**src/rtl/operand_fetch_stage_if.sv**
```systemverilog
// Bundle of the fetch beat, regfile read, forwarding network and ID/EX
// register signals seen by the operand fetch stage.
interface operand_fetch_stage_if #(
  parameter int XLEN = 32
);
  logic            if_valid;
  logic [31:0]     if_instr;
  logic [XLEN-1:0] if_pc;
  logic            id_ready;

  logic [4:0]      rf_raddr1;
  logic [4:0]      rf_raddr2;
  logic [XLEN-1:0] rf_rdata1;
  logic [XLEN-1:0] rf_rdata2;

  logic            ex_fwd_wen;
  logic            ex_load;
  logic [4:0]      ex_fwd_rd;
  logic [XLEN-1:0] ex_fwd_data;
  logic            mem_fwd_wen;
  logic [4:0]      mem_fwd_rd;
  logic [XLEN-1:0] mem_fwd_data;
  logic            wb_wen;
  logic [4:0]      wb_waddr;
  logic [XLEN-1:0] wb_wdata;

  logic            flush;
  logic            ex_ready;
  logic            ex_valid;
  logic [XLEN-1:0] ex_pc;
  logic [31:0]     ex_instr;
  logic [XLEN-1:0] ex_rs1_val;
  logic [XLEN-1:0] ex_rs2_val;
  logic [4:0]      ex_rd;

  modport slave (
    input  if_valid, if_instr, if_pc, rf_rdata1, rf_rdata2,
           ex_fwd_wen, ex_load, ex_fwd_rd, ex_fwd_data,
           mem_fwd_wen, mem_fwd_rd, mem_fwd_data,
           wb_wen, wb_waddr, wb_wdata, flush, ex_ready,
    output id_ready, rf_raddr1, rf_raddr2,
           ex_valid, ex_pc, ex_instr, ex_rs1_val, ex_rs2_val, ex_rd
  );

  modport master (
    output if_valid, if_instr, if_pc, rf_rdata1, rf_rdata2,
           ex_fwd_wen, ex_load, ex_fwd_rd, ex_fwd_data,
           mem_fwd_wen, mem_fwd_rd, mem_fwd_data,
           wb_wen, wb_waddr, wb_wdata, flush, ex_ready,
    input  id_ready, rf_raddr1, rf_raddr2,
           ex_valid, ex_pc, ex_instr, ex_rs1_val, ex_rs2_val, ex_rd
  );
endinterface

```
**src/rtl/operand_fetch_stage.sv**
```systemverilog
// ID stage: regfile addressing, EX/MEM/WB operand forwarding, load-use stall
// and a valid/ready ID/EX pipeline register.
module operand_fetch_stage #(
  parameter int          XLEN      = 32,
  parameter logic [31:0] NOP_INSTR = 32'h0000_0013
) (
  input logic                   clk,
  input logic                   nrst,
  operand_fetch_stage_if.slave  bus
);

  localparam logic [6:0] OPC_LUI    = 7'b0110111;
  localparam logic [6:0] OPC_AUIPC  = 7'b0010111;
  localparam logic [6:0] OPC_JAL    = 7'b1101111;
  localparam logic [6:0] OPC_OP     = 7'b0110011;
  localparam logic [6:0] OPC_STORE  = 7'b0100011;
  localparam logic [6:0] OPC_BRANCH = 7'b1100011;

  logic [6:0]      opcode_s;
  logic [4:0]      rs1_s;
  logic [4:0]      rs2_s;
  logic [4:0]      rd_s;
  logic            rs1_used_s;
  logic            rs2_used_s;
  logic            rd_used_s;
  logic [XLEN-1:0] rs1_val_s;
  logic [XLEN-1:0] rs2_val_s;
  logic            stall_s;
  logic            adv_s;

  logic            ex_valid_r;
  logic [XLEN-1:0] ex_pc_r;
  logic [31:0]     ex_instr_r;
  logic [XLEN-1:0] ex_rs1_val_r;
  logic [XLEN-1:0] ex_rs2_val_r;
  logic [4:0]      ex_rd_r;

  // Youngest producer wins; WB is needed because the regfile write lands next edge.
  function automatic logic [XLEN-1:0] fwd_operand(
    input logic            used,
    input logic [4:0]      rs,
    input logic [XLEN-1:0] rf_data,
    input logic            ex_wen,
    input logic [4:0]      ex_rd,
    input logic [XLEN-1:0] ex_data,
    input logic            mem_wen,
    input logic [4:0]      mem_rd,
    input logic [XLEN-1:0] mem_data,
    input logic            wb_wen,
    input logic [4:0]      wb_rd,
    input logic [XLEN-1:0] wb_data
  );
    logic [XLEN-1:0] val;
    if (!used || rs == 5'd0) begin
      val = {XLEN{1'b0}};
    end else if (ex_wen && ex_rd == rs) begin
      val = ex_data;
    end else if (mem_wen && mem_rd == rs) begin
      val = mem_data;
    end else if (wb_wen && wb_rd == rs) begin
      val = wb_data;
    end else begin
      val = rf_data;
    end
    return val;
  endfunction

  assign opcode_s = bus.if_instr[6:0];
  assign rs1_s    = bus.if_instr[19:15];
  assign rs2_s    = bus.if_instr[24:20];
  assign rd_s     = bus.if_instr[11:7];

  // Decode which register fields are real sources/destination for this opcode
  always_comb begin
    rs1_used_s = 1'b1;
    rs2_used_s = 1'b0;
    rd_used_s  = 1'b1;
    case (opcode_s)
      OPC_LUI, OPC_AUIPC, OPC_JAL: begin
        rs1_used_s = 1'b0;
      end
      OPC_OP: begin
        rs2_used_s = 1'b1;
      end
      OPC_STORE, OPC_BRANCH: begin
        rs2_used_s = 1'b1;
        rd_used_s  = 1'b0;
      end
      default: begin
        rs1_used_s = 1'b1;
      end
    endcase
  end

  // Operand selection through the forwarding network
  always_comb begin
    rs1_val_s = fwd_operand(rs1_used_s, rs1_s, bus.rf_rdata1,
                            bus.ex_fwd_wen, bus.ex_fwd_rd, bus.ex_fwd_data,
                            bus.mem_fwd_wen, bus.mem_fwd_rd, bus.mem_fwd_data,
                            bus.wb_wen, bus.wb_waddr, bus.wb_wdata);
    rs2_val_s = fwd_operand(rs2_used_s, rs2_s, bus.rf_rdata2,
                            bus.ex_fwd_wen, bus.ex_fwd_rd, bus.ex_fwd_data,
                            bus.mem_fwd_wen, bus.mem_fwd_rd, bus.mem_fwd_data,
                            bus.wb_wen, bus.wb_waddr, bus.wb_wdata);
  end

  // A load in EX cannot forward yet, so a consumer waits one beat for MEM
  assign stall_s = bus.if_valid && bus.ex_load && (bus.ex_fwd_rd != 5'd0) &&
                   ((rs1_used_s && rs1_s == bus.ex_fwd_rd) ||
                    (rs2_used_s && rs2_s == bus.ex_fwd_rd));

  assign adv_s        = !ex_valid_r || bus.ex_ready;
  assign bus.id_ready = bus.flush || (adv_s && !stall_s);

  assign bus.rf_raddr1  = rs1_s;
  assign bus.rf_raddr2  = rs2_s;
  assign bus.ex_valid   = ex_valid_r;
  assign bus.ex_pc      = ex_pc_r;
  assign bus.ex_instr   = ex_instr_r;
  assign bus.ex_rs1_val = ex_rs1_val_r;
  assign bus.ex_rs2_val = ex_rs2_val_r;
  assign bus.ex_rd      = ex_rd_r;

  // ID/EX pipeline register: flush, bubble, load, drain or hold
  always_ff @(posedge clk or negedge nrst) begin
    if (!nrst) begin
      ex_valid_r   <= 1'b0;
      ex_pc_r      <= {XLEN{1'b0}};
      ex_instr_r   <= NOP_INSTR;
      ex_rs1_val_r <= {XLEN{1'b0}};
      ex_rs2_val_r <= {XLEN{1'b0}};
      ex_rd_r      <= 5'd0;
    end else if (bus.flush || (adv_s && stall_s)) begin
      ex_valid_r <= 1'b0;
      ex_instr_r <= NOP_INSTR;
    end else if (adv_s && bus.if_valid) begin
      ex_valid_r   <= 1'b1;
      ex_pc_r      <= bus.if_pc;
      ex_instr_r   <= bus.if_instr;
      ex_rs1_val_r <= rs1_val_s;
      ex_rs2_val_r <= rs2_val_s;
      ex_rd_r      <= rd_used_s ? rd_s : 5'd0;
    end else if (adv_s) begin
      ex_valid_r <= 1'b0;
    end else begin
      ex_valid_r <= ex_valid_r;
    end
  end

endmodule

```
**src/flat_wrapper.sv**
```systemverilog
// flat-port wrapper written by rule: the top's interface ports become plain ports
module operand_fetch_stage_flat 
#(
  parameter int          XLEN      = 32,
  parameter logic [31:0] NOP_INSTR = 32'h0000_0013
)
  (clk, nrst, bus_if_valid, bus_if_instr, bus_if_pc, bus_rf_rdata1, bus_rf_rdata2, bus_ex_fwd_wen, bus_ex_load, bus_ex_fwd_rd, bus_ex_fwd_data, bus_mem_fwd_wen, bus_mem_fwd_rd, bus_mem_fwd_data, bus_wb_wen, bus_wb_waddr, bus_wb_wdata, bus_flush, bus_ex_ready, bus_id_ready, bus_rf_raddr1, bus_rf_raddr2, bus_ex_valid, bus_ex_pc, bus_ex_instr, bus_ex_rs1_val, bus_ex_rs2_val, bus_ex_rd);
  operand_fetch_stage_if #(.XLEN(XLEN)) bus_i ();
  input logic clk;
  input logic nrst;
  input wire logic [$bits(bus_i.if_valid)-1:0] bus_if_valid;
  input wire logic [$bits(bus_i.if_instr)-1:0] bus_if_instr;
  input wire logic [$bits(bus_i.if_pc)-1:0] bus_if_pc;
  input wire logic [$bits(bus_i.rf_rdata1)-1:0] bus_rf_rdata1;
  input wire logic [$bits(bus_i.rf_rdata2)-1:0] bus_rf_rdata2;
  input wire logic [$bits(bus_i.ex_fwd_wen)-1:0] bus_ex_fwd_wen;
  input wire logic [$bits(bus_i.ex_load)-1:0] bus_ex_load;
  input wire logic [$bits(bus_i.ex_fwd_rd)-1:0] bus_ex_fwd_rd;
  input wire logic [$bits(bus_i.ex_fwd_data)-1:0] bus_ex_fwd_data;
  input wire logic [$bits(bus_i.mem_fwd_wen)-1:0] bus_mem_fwd_wen;
  input wire logic [$bits(bus_i.mem_fwd_rd)-1:0] bus_mem_fwd_rd;
  input wire logic [$bits(bus_i.mem_fwd_data)-1:0] bus_mem_fwd_data;
  input wire logic [$bits(bus_i.wb_wen)-1:0] bus_wb_wen;
  input wire logic [$bits(bus_i.wb_waddr)-1:0] bus_wb_waddr;
  input wire logic [$bits(bus_i.wb_wdata)-1:0] bus_wb_wdata;
  input wire logic [$bits(bus_i.flush)-1:0] bus_flush;
  input wire logic [$bits(bus_i.ex_ready)-1:0] bus_ex_ready;
  output wire logic [$bits(bus_i.id_ready)-1:0] bus_id_ready;
  output wire logic [$bits(bus_i.rf_raddr1)-1:0] bus_rf_raddr1;
  output wire logic [$bits(bus_i.rf_raddr2)-1:0] bus_rf_raddr2;
  output wire logic [$bits(bus_i.ex_valid)-1:0] bus_ex_valid;
  output wire logic [$bits(bus_i.ex_pc)-1:0] bus_ex_pc;
  output wire logic [$bits(bus_i.ex_instr)-1:0] bus_ex_instr;
  output wire logic [$bits(bus_i.ex_rs1_val)-1:0] bus_ex_rs1_val;
  output wire logic [$bits(bus_i.ex_rs2_val)-1:0] bus_ex_rs2_val;
  output wire logic [$bits(bus_i.ex_rd)-1:0] bus_ex_rd;
  assign bus_i.if_valid = bus_if_valid;
  assign bus_i.if_instr = bus_if_instr;
  assign bus_i.if_pc = bus_if_pc;
  assign bus_i.rf_rdata1 = bus_rf_rdata1;
  assign bus_i.rf_rdata2 = bus_rf_rdata2;
  assign bus_i.ex_fwd_wen = bus_ex_fwd_wen;
  assign bus_i.ex_load = bus_ex_load;
  assign bus_i.ex_fwd_rd = bus_ex_fwd_rd;
  assign bus_i.ex_fwd_data = bus_ex_fwd_data;
  assign bus_i.mem_fwd_wen = bus_mem_fwd_wen;
  assign bus_i.mem_fwd_rd = bus_mem_fwd_rd;
  assign bus_i.mem_fwd_data = bus_mem_fwd_data;
  assign bus_i.wb_wen = bus_wb_wen;
  assign bus_i.wb_waddr = bus_wb_waddr;
  assign bus_i.wb_wdata = bus_wb_wdata;
  assign bus_i.flush = bus_flush;
  assign bus_i.ex_ready = bus_ex_ready;
  assign bus_id_ready = bus_i.id_ready;
  assign bus_rf_raddr1 = bus_i.rf_raddr1;
  assign bus_rf_raddr2 = bus_i.rf_raddr2;
  assign bus_ex_valid = bus_i.ex_valid;
  assign bus_ex_pc = bus_i.ex_pc;
  assign bus_ex_instr = bus_i.ex_instr;
  assign bus_ex_rs1_val = bus_i.ex_rs1_val;
  assign bus_ex_rs2_val = bus_i.ex_rs2_val;
  assign bus_ex_rd = bus_i.ex_rd;
  operand_fetch_stage #(.XLEN(XLEN), .NOP_INSTR(NOP_INSTR)) u_core (.clk(clk), .nrst(nrst), .bus(bus_i));
endmodule
```
**config.mk**
```make
export PLATFORM = sky130hd
export DESIGN_NAME = operand_fetch_stage_flat
export DESIGN_NICKNAME = d
export VERILOG_FILES = /design/src/rtl/operand_fetch_stage_if.sv /design/src/rtl/operand_fetch_stage.sv /design/src/flat_wrapper.sv
export SDC_FILE = /design/constraint.sdc
export NUM_CORES = 1
export LEC_CHECK = 0
export CELL_PAD_IN_SITES_DETAIL_PLACEMENT = 1
export CELL_PAD_IN_SITES_GLOBAL_PLACEMENT = 2
export CORE_AREA = 5 5 193 195
export DETAILED_ROUTE_END_ITERATION = 10
export DIE_AREA = 0 0 198 200
export PLACE_DENSITY_LB_ADDON = 0.1
export RECOVER_POWER = 100
export REMOVE_ABC_BUFFERS = 1
export SLEW_MARGIN = 20
export SYNTH_ARGS = -nofsm -noshare
export SYNTH_HDL_FRONTEND = slang
export SYNTH_SLANG_ARGS = --single-unit
export TNS_END_PERCENT = 10
```
**constraint.sdc**
```tcl
create_clock -name clk -period 2.9 [get_ports clk]
set_clock_uncertainty 0.2 [all_clocks]
set_input_delay 0.58 -clock clk [delete_from_list [all_inputs] [get_ports clk]]
set_output_delay 0.58 -clock clk [all_outputs]
set_load 0.01 [all_outputs]
```
Word level (Yosys, flattened, before mapping)
Cells that the tools add are included.
Cells by class
  equality and inequality tests: 14
  muxes and demuxes: 16
  bitwise logic cells: 1
  reductions and logical operators: 32
Operators by type and width (count)
  $mux W32: 10
  $eq A5 B5 Y1: 8
  $eq A7 B6 Y1 const B: 3
  $eq A7 B7 Y1 const B: 2
  $logic_and A1 B1 Y1: 14
  $logic_not A5 Y1: 2
  $eq A7 B5 Y1 const B: 1
  $logic_or A1 B1 Y1: 6
  $reduce_or A3 Y1: 2
  $mux W1: 5
  $mux W5: 1
  $reduce_bool A5 Y1: 1
  $logic_not A1 Y1: 3
  $reduce_bool A3 Y1: 1
  $reduce_and A2 Y1: 1
  $reduce_bool A2 Y1: 1
  $reduce_or A2 Y1: 1
  $not A1 Y1: 1
Word-level totals
  flip-flop bits (word level): 134
  input bits: 248
  output and inout port bits: 145
  logic and storage cells: 69

Logic depth before layout (Yosys ltp)
  word-level depth: 10
  depth in mapped cells: 9
  depth with buffers taken out: 5

Least setup slack after synthesis
No wires, ideal clock.
  kind: in2reg
  from: in bus_ex_fwd_rd[0]
  to: reg u_core.ex_pc_r[19] (netlist: u_core.bus.ex_pc[19])
  setup time: 0.127 ns
  arrival: 2.417 ns
  required time: 2.573 ns
  path slack: 0.156 ns
  cell stages on the path: 8
  cells stage by stage: or4_4 -> o211a_1 -> and4_1 -> buf_6 -> buf_6 -> nor2_8 -> buf_12 -> mux2_1
Between the ends
  word-level cells in the longest chain between the ends: 8
  elaborated cells between the ends (all ways): 12
  classes of those cells: eq/ne (2); bitwise (1); reduce/logical (9)
Ends and longest elaborated chain
  start, declared: RTL line flat_wrapper.sv:18  | input wire logic [$bits(bus_i.ex_fwd_rd)-1:0] bus_ex_fwd_rd;
  $eq A5 B5 Y1 (on tied branches): RTL line operand_fetch_stage.sv:109, operand_fetch_stage.sv:110
  $logic_and A1 B1 Y1 (on tied branches): RTL line operand_fetch_stage.sv:109, operand_fetch_stage.sv:110
  $logic_or A1 B1 Y1: RTL line operand_fetch_stage.sv:109  | ((rs1_used_s && rs1_s == bus.ex_fwd_rd) ||
  $logic_and A1 B1 Y1 (*): RTL line operand_fetch_stage.sv:108  | assign stall_s = bus.if_valid && bus.ex_load && (bus.ex_fwd_rd != 5'd0) &&
  $logic_and A1 B1 Y1 (*): RTL line operand_fetch_stage.sv:133  | end else if (bus.flush || (adv_s && stall_s)) begin
  $logic_or A1 B1 Y1 (*): RTL line operand_fetch_stage.sv:133
  $not A1 Y1 (no source line) (*)
  $reduce_and A2 Y1 (no source line) (*)
  end signal, assigned: RTL line operand_fetch_stage.sv:128  | ex_pc_r <= {XLEN{1'b0}};
  end signal, assigned: RTL line operand_fetch_stage.sv:138  | ex_pc_r <= bus.if_pc;
  end, declared: RTL line operand_fetch_stage.sv:32  | logic [XLEN-1:0] ex_pc_r;
Every way passes the cells marked *; elsewhere a longest branch is shown, timed or not.
A chain may end at the register's enable or synchronous reset.

Worst setup path in the final report
  from: in bus_if_instr[5]
  to: out bus_id_ready
Between the ends
  word-level cells in the longest chain between the ends: 9
  elaborated cells between the ends (all ways): 17
  classes of those cells: eq/ne (6); mux (2); reduce/logical (9)
Ends and longest elaborated chain
  start, declared: RTL line flat_wrapper.sv:12  | input wire logic [$bits(bus_i.if_instr)-1:0] bus_if_instr;
  $eq A7 B6 Y1 (tied with other cells): RTL line operand_fetch_stage.sv:78  | case (opcode_s)
  $reduce_or A3 Y1 (on tied branches)
  $mux W1: RTL line operand_fetch_stage.sv:78
  $logic_and A1 B1 Y1 (on tied branches): RTL line operand_fetch_stage.sv:109, operand_fetch_stage.sv:110
  $logic_or A1 B1 Y1 (*): RTL line operand_fetch_stage.sv:109
  $logic_and A1 B1 Y1 (*): RTL line operand_fetch_stage.sv:108
  $logic_not A1 Y1 (*): RTL line operand_fetch_stage.sv:113  | assign bus.id_ready = bus.flush || (adv_s && !stall_s);
  $logic_and A1 B1 Y1 (*): RTL line operand_fetch_stage.sv:113
  $logic_or A1 B1 Y1 (*): RTL line operand_fetch_stage.sv:113
  end, declared: RTL line flat_wrapper.sv:28  | output wire logic [$bits(bus_i.id_ready)-1:0] bus_id_ready;
Marked as above.

==> key figures <==
Synth
  • Cells after synthesis: 845
  • Mapped Avg Cell Area: 9.84 µm²
  • Area share of the largest cell type after synthesis: 39.4%
  • Largest cells by area after synthesis: dfrtp_1 (39%), nand3b_1 (6.0%), a21boi_0 (5.9%)
  • Number of distinct library cells after synthesis: 48
  • YS warnings: 0
  • Post-synthesis xor/xnor area fraction: 3.16%
  • Main synth FF type: dfrtp_1
  • Number of synthesized flops with an enable pin: 0
  • Main combinational cell family by area after synthesis: compound AO/OA/AOI/OAI gates
  • Mux cell area share after synthesis: 5.55%
  • Area leader, netlist: dfrtp_1
  • Flops & latches, synth: 134
  • Post-synthesis adder-cell area fraction: 0%
  • Post-synthesis sequential area ratio: 40.4%
  • Mapped cell area: 0.00832 mm²
  • FFs w/ async S/R, synth: 100%
  • Post-Synth Simple-Gate Area: 17.7%
  • Compound-Gate Fraction of Synth Area: 27.0%

Power
  • Logic pwr share: 26.6%
  • Switch share: 28.1%
  • Cell Int Power: 4510 µW
  • Sequential cell fraction of total power: 34.6%
  • Pwr dens: 452 mW/mm²
  • Static leakage: 0.00584 µW
  • Clock power frac: 38.8%
  • Psw: 1760 µW
  • Max VDD drop: 0.454 mV

Finish
  • Post-route non-filler standard cell count: 1721
  • Synthesis-to-finish area growth: 67.1%
  • Fin nets: 1494
  • Layout cell share with drive strength beyond 1: 11.8%

Critical path
  • Startpoint type of the worst setup path: input port
  • Critical path's slowest cell: clkdlybuf4s50_1
  • Max incr delay on CP: 0.46 ns
  • CP Cell Sequence: clkdlybuf4s50_1 > and4b_1 > o2111ai_2 > nand4_1 > a31o_2 > buf_6
  • Delay-heaviest family, CP: buffers and inverters
  • Critical path data arrival time: 2.10 ns
  • Worst Setup End Kind: primary output
  • Kind of critical path: in2out
  • Critical-path maximum fanout: 3
  • Buf/Inv on CP: 2
  • Critical path data required time: 2.12 ns

Floorplan
  • Core area: 0.0352 mm²
  • Die width: 198 µm
  • Die Ht: 200 µm
  • FP Rows: 69
  • Initial Utilization: 23.6%
  • Boundary Pins: 393
  • Die area: 0.0396 mm²

STA
  • Highest clock rate: 348 MHz
  • Period Utilization, post-route: 99.1%
  • Final hold vios: 0
  • Actual slew at the worst max-slew pin: 1.02 ns
  • Setup TNS: 0 ns
  • Max-slew headroom: 31.9%
  • Max Slew Vio Count: 0
  • Final min period: 2.88 ns
  • Final hold slack: 0.280 ns
  • Setup-failing EPs final: 0

Clock tree
  • Inserted Clock Buffers: 17
  • Clock root buffer: clkbuf_16
  • Clock Pin Slew Worst Setup and Hold Paths: 0.06 ns
  • CTS tree: yes
  • Deepest clock path buffer count: 2
  • H-tree depth: 4
  • Clock Sinks: 134
  • Worst skew pair latency: 0.43 ns

Detailed routing
  • ANT nets after route: 0
  • DR WL/cell: 24.7 µm
  • Vias/cell: 5.10
  • 1st-iter DRT viols: 376
  • DRC Markers: 0
  • Routed Wire Length: 42.5 mm
  • Drt pass-1 iters: 4
  • Total number of vias: 8769

Placement
  • GP Congestion: 0.761
  • IO buf count: 392
  • Post-DP HPWL: 30.5 mm
  • Cell count after placement: 1679

Min path
  • Hold Crit Class: reg2reg

Global route
  • Grt ovf: 0
  • Vias in the first global route: 9619
  • First-pass GRT wire length: 61.7 mm
  • Total GRT Usage: 20.6%
  • Initial antenna violation count: 9
  • Largest net degree at the start of global routing: 47

Run
  • # Max-Cap Violations: 0

Outcome
  • Status: finished clean
[final timing paths]
| path | start | to | slack (ns) | cells after the start |
|---|---|---|---|---|
| max | bus_if_instr[5] | bus_id_ready | 0.02 | 6 |
| max in group asynchronous | nrst | u_core.bus.ex_rs1_val[26] | 0.41 | 3 |
| min in group asynchronous | nrst | u_core.bus.ex_instr[12] | 0.66 | 2 |
| min | u_core.bus.ex_pc[22] | u_core.bus.ex_pc[22] | 0.28 | 1 |
| max reg2reg | u_core.bus.ex_valid | u_core.bus.ex_rs1_val[9] | 0.84 | 6 |
| min reg2reg | u_core.bus.ex_pc[22] | u_core.bus.ex_pc[22] | 0.28 | 1 |
[power by group through the flow]
stage	clock, µW	sequential [µW]	combinational (µW)
after floorplan	0	2300	489
after global placement	0	2210	1810
after detailed placement	0	2220	1830
after CTS	2510	2190	1830
after global routing	2570	2200	1790
final	2430	2170	1670
[logic make-up (layout without fill, tap and decap cells)]
logic type	count (synthesis)	count (layout)
compound gates	312	312
simple gates	233	233
flops	134	134
buf+inv	104	518
mux	32	32
xor+xnor	30	30
other cells	0	1
[through the flow]
step / total power [µW] / setup slack [ns] / area [µm²] / utilization, %
floorplan: 2790 / -1.84 / 7790 / -
global placement: 4030 / -0.559 / 13300 / 37.7
detailed placement: 4040 / -0.566 / 13300 / 37.7
CTS: 6530 / 0.00657 / 14000 / 39.7
global route: 6560 / -0.0258 / 13900 / 39.5
finish: 6280 / 0.0249 / 13900 / 39.5
[worst register-to-register path, cell delays in order, from the launching register on]
cell      delay [ns]
dfrtp_1         0.37
nand2b_1        0.16
nand3b_1        0.10
a41o_1          0.32
clkbuf_4        0.35
o21ai_0         0.27
o221ai_1        0.15
[routing by layer]
metal | share of wire, % | vias up | track usage, %
li1 | - | 4027 | -
met1 | 42 | 4357 | 25.2
met2 | 48 | 312 | 34.7
met3 | 7.9 | 57 | 7.12
met4 | 1.9 | 16 | 5.92
met5 | 0.23 | - | 0
[synthesized netlist by cell type, types with 4 or more instances]
library cell	n
a21boi_0	65
a22o_1	29
and2_1	6
and3_1	64
buf_2	6
buf_4	12
buf_6	4
clkbuf_1	79
dfrtp_1	131
mux2_1	4
mux2_4	27
nand2_1	38
nand3_1	35
nand3b_1	67
o211ai_1	34
o21ai_0	74
o221ai_1	32
o31ai_1	64
xnor2_1	4
xor2_1	26
[cell usage in the layout (no fill, tap or decap), types with 4 or more instances in the layout]
cell type / synthesis / final
clkdlybuf4s50_1: 0 / 231
dlygate4sd3_1: 0 / 145
dfrtp_1: 131 / 131
o21ai_0: 74 / 74
nand3b_1: 67 / 67
a21boi_0: 65 / 64
and3_1: 64 / 64
o31ai_1: 64 / 64
buf_4: 12 / 59
nand2_1: 38 / 38
nand3_1: 35 / 35
o211ai_1: 34 / 34
o221ai_1: 32 / 32
mux2_1: 4 / 31
a22o_1: 29 / 29
xor2_1: 26 / 26
buf_12: 3 / 22
clkbuf_16: 0 / 17
dlymetal6s2s_1: 0 / 8
clkbuf_1: 79 / 7
and2_2: 0 / 6
clkbuf_2: 0 / 6
bufinv_16: 0 / 5
xnor2_1: 4 / 4
dlygate4sd2_1: 0 / 4
clkbuf_4: 0 / 4
[cell type report]
class                   instances  area, µm²
flip-flops and latches        134       3360
diodes                          1       2.50
multi-input cells             607       4430
fillers                      4005      21300
clock inverters                 9        176
repair buffers                486       4900
clock buffers                  23        458
well taps                     461        577
[registers in the layout, summed over array words and instances, names as in the netlist]
signal and count:
u_core.bus.ex_rs2_val 32, u_core.bus.ex_pc 32, u_core.bus.ex_rs1_val 32, u_core.bus.ex_valid 1
u_core.bus.ex_instr 32, u_core.bus.ex_rd 5
[what timing repair did]
action	in CTS	in global routing
hold buffers	1	0
gates resized for setup	17	17
endpoints found under the setup margin	1	33
setup buffers	6	2
pin swaps	6	8
endpoints found under the hold margin	31	0
No activity file was read; power rests on OpenSTA's default activity.
==> variant (same settings) <==
Reset style: synchronous (`nrst`), changed in one clocked block.
--- a/src/rtl/operand_fetch_stage.sv
+++ b/src/rtl/operand_fetch_stage.sv
@@ -123,5 +123,5 @@
 
   // ID/EX pipeline register: flush, bubble, load, drain or hold
-  always_ff @(posedge clk or negedge nrst) begin
+  always_ff @(posedge clk) begin
     if (!nrst) begin
       ex_valid_r   <= 1'b0;
Check against the original RTL: differs if nrst is asserted again (counterexample within 4 cycles, from zero or initial values and one cycle with nrst low); with nrst held inactive, the same outputs for 4 cycles.
==> variant against the unedited design <==
Hold slack lost 25 ps. Total power shrank 16%. Non-clock buffer count shrank 3. Global-route usage shrank 0.67 points. Cell area shrank 8.2%. Setup slack gained 9.7 ps. Routed wire length shrank 4.8%. Synthesized area shrank 14%. Highest routed layer unchanged. Largest power group unchanged. Register-to-register slack gained 150 ps. Sequential cell count is the same. Fmax grew 0.34%.
==> variant: results (changes against the unedited design) <==
run_status:
  status: "complete, no violations"
global_route:
  antenna_found_initial: 8  # -1
  grt_pass1_vias: 9152  # -4.9%
  grt_util_met1_pct: 24.8  # -0.30 points
  grt_max_degree: 33  # -30%
worst_setup_path:
  crit_fanout: 2  # -1
  reg2reg_from: "u_core.bus.ex_valid$_SDFFE_PP0P_"
  crit_path_top_delay_cell: "or4_4"
  r2r_slack_ps: 990  # +150 ps
  critical-path-max-stage-delay_ps: 480  # +20 ps
  reg2reg_depth: 7  # +1
  cp_top_family: "simple AND/OR/NAND/NOR gates"
placed_design:
  gp_congestion: 0.766  # +0.63%
  dp_hpwl_mm: 29.1  # -4.6%
  placed_area_um2: 12100  # -8.6%
  place_worst_setup_slack_ps: -661  # -94.8 ps
cts:
  cts_hold_buf: 0  # -1
pwr:
  p_int_w: 0.00380  # -16%
  leakagePower_nw: 5.06  # -13%
  p_comb_w: 0.00121  # -28%
layout:
  stdcell_count: 1718  # -0.17%
  multi_input_area_share_pct: 32.1  # +0.27 points
  final_layout_size_suffix_gt1_share_pct: 11.2  # -0.51 points
  buf_share_pct: 37.8  # +2.6 points
  nFillCells: 4084  # +2.0%
  nClkBuffers: 18  # -22%
  multi_input_gates: 605  # -0.33%
  antenna_cells: 3  # +2
synth:
  ys_seq_area_share_pct: 37.5  # -2.9 points
  synth_xor_area_share_pct: 3.67  # +0.51 points
  syn_inst: 840  # -0.59%
  async_flop_share_pct: 0  # -100 points
  muxShareOfSynthArea_pct: 4.48  # -1.1 points
  avgSynthCellArea_um2: 8.51  # -13%
  ys.flop_type: "dfxtp_1"
  synth_common_cells: "dfxtp_1 (134), nand2_1 (93), clkbuf_1 (85)"
route:
  wire_per_inst_um: 23.5  # -4.7%
  wl_met3_mm: 3.66  # +8.5%
  drt_iter0_markers: 367  # -2.4%
  drt-met1-wl_mm: 17.4  # -2.1%
  vias: 8297  # -5.4%
  wl_met2_mm: 18.8  # -7.9%
hold_path:
  hold_depth: 2  # +1
  whs_endpoint: "u_core.bus.ex_instr[13]$_SDFFE_PP0P_"
sta:
  relSlewSlack_pct: 60.8  # +29 points
## variant: cell count changes in the layout (fill, tap and decap cells not counted), sizes merged, moves of 64 or more
cell,before,now
o2bb2ai,0,64
a2bb2oi,0,64
dfxtp,0,134
dfrtp,131,0
o31ai,64,0
a21boi,65,0
## variant: worst max-delay path by stage
stage | from | end | slack [ps]
after floorplan | bus_ex_fwd_rd[1] | u_core.bus.ex_rd[0]$_SDFFE_PN0P_ | -2550
after global placement | bus_ex_fwd_rd[1] | bus_id_ready | -660
after detailed placement | bus_ex_fwd_rd[1] | bus_id_ready | -660
after CTS | bus_ex_fwd_rd[0] | bus_id_ready | 6
after global routing | bus_if_instr[6] | bus_id_ready | -70
final | bus_ex_fwd_rd[3] | bus_id_ready | 30
## variant: timing repair
action,CTS,global route
resized for setup,22,2
setup endpoints to repair,2,33
cloned,0,0
setup buffers,7,1
endpoints found under the hold margin,0,0
pin swaps,9,3
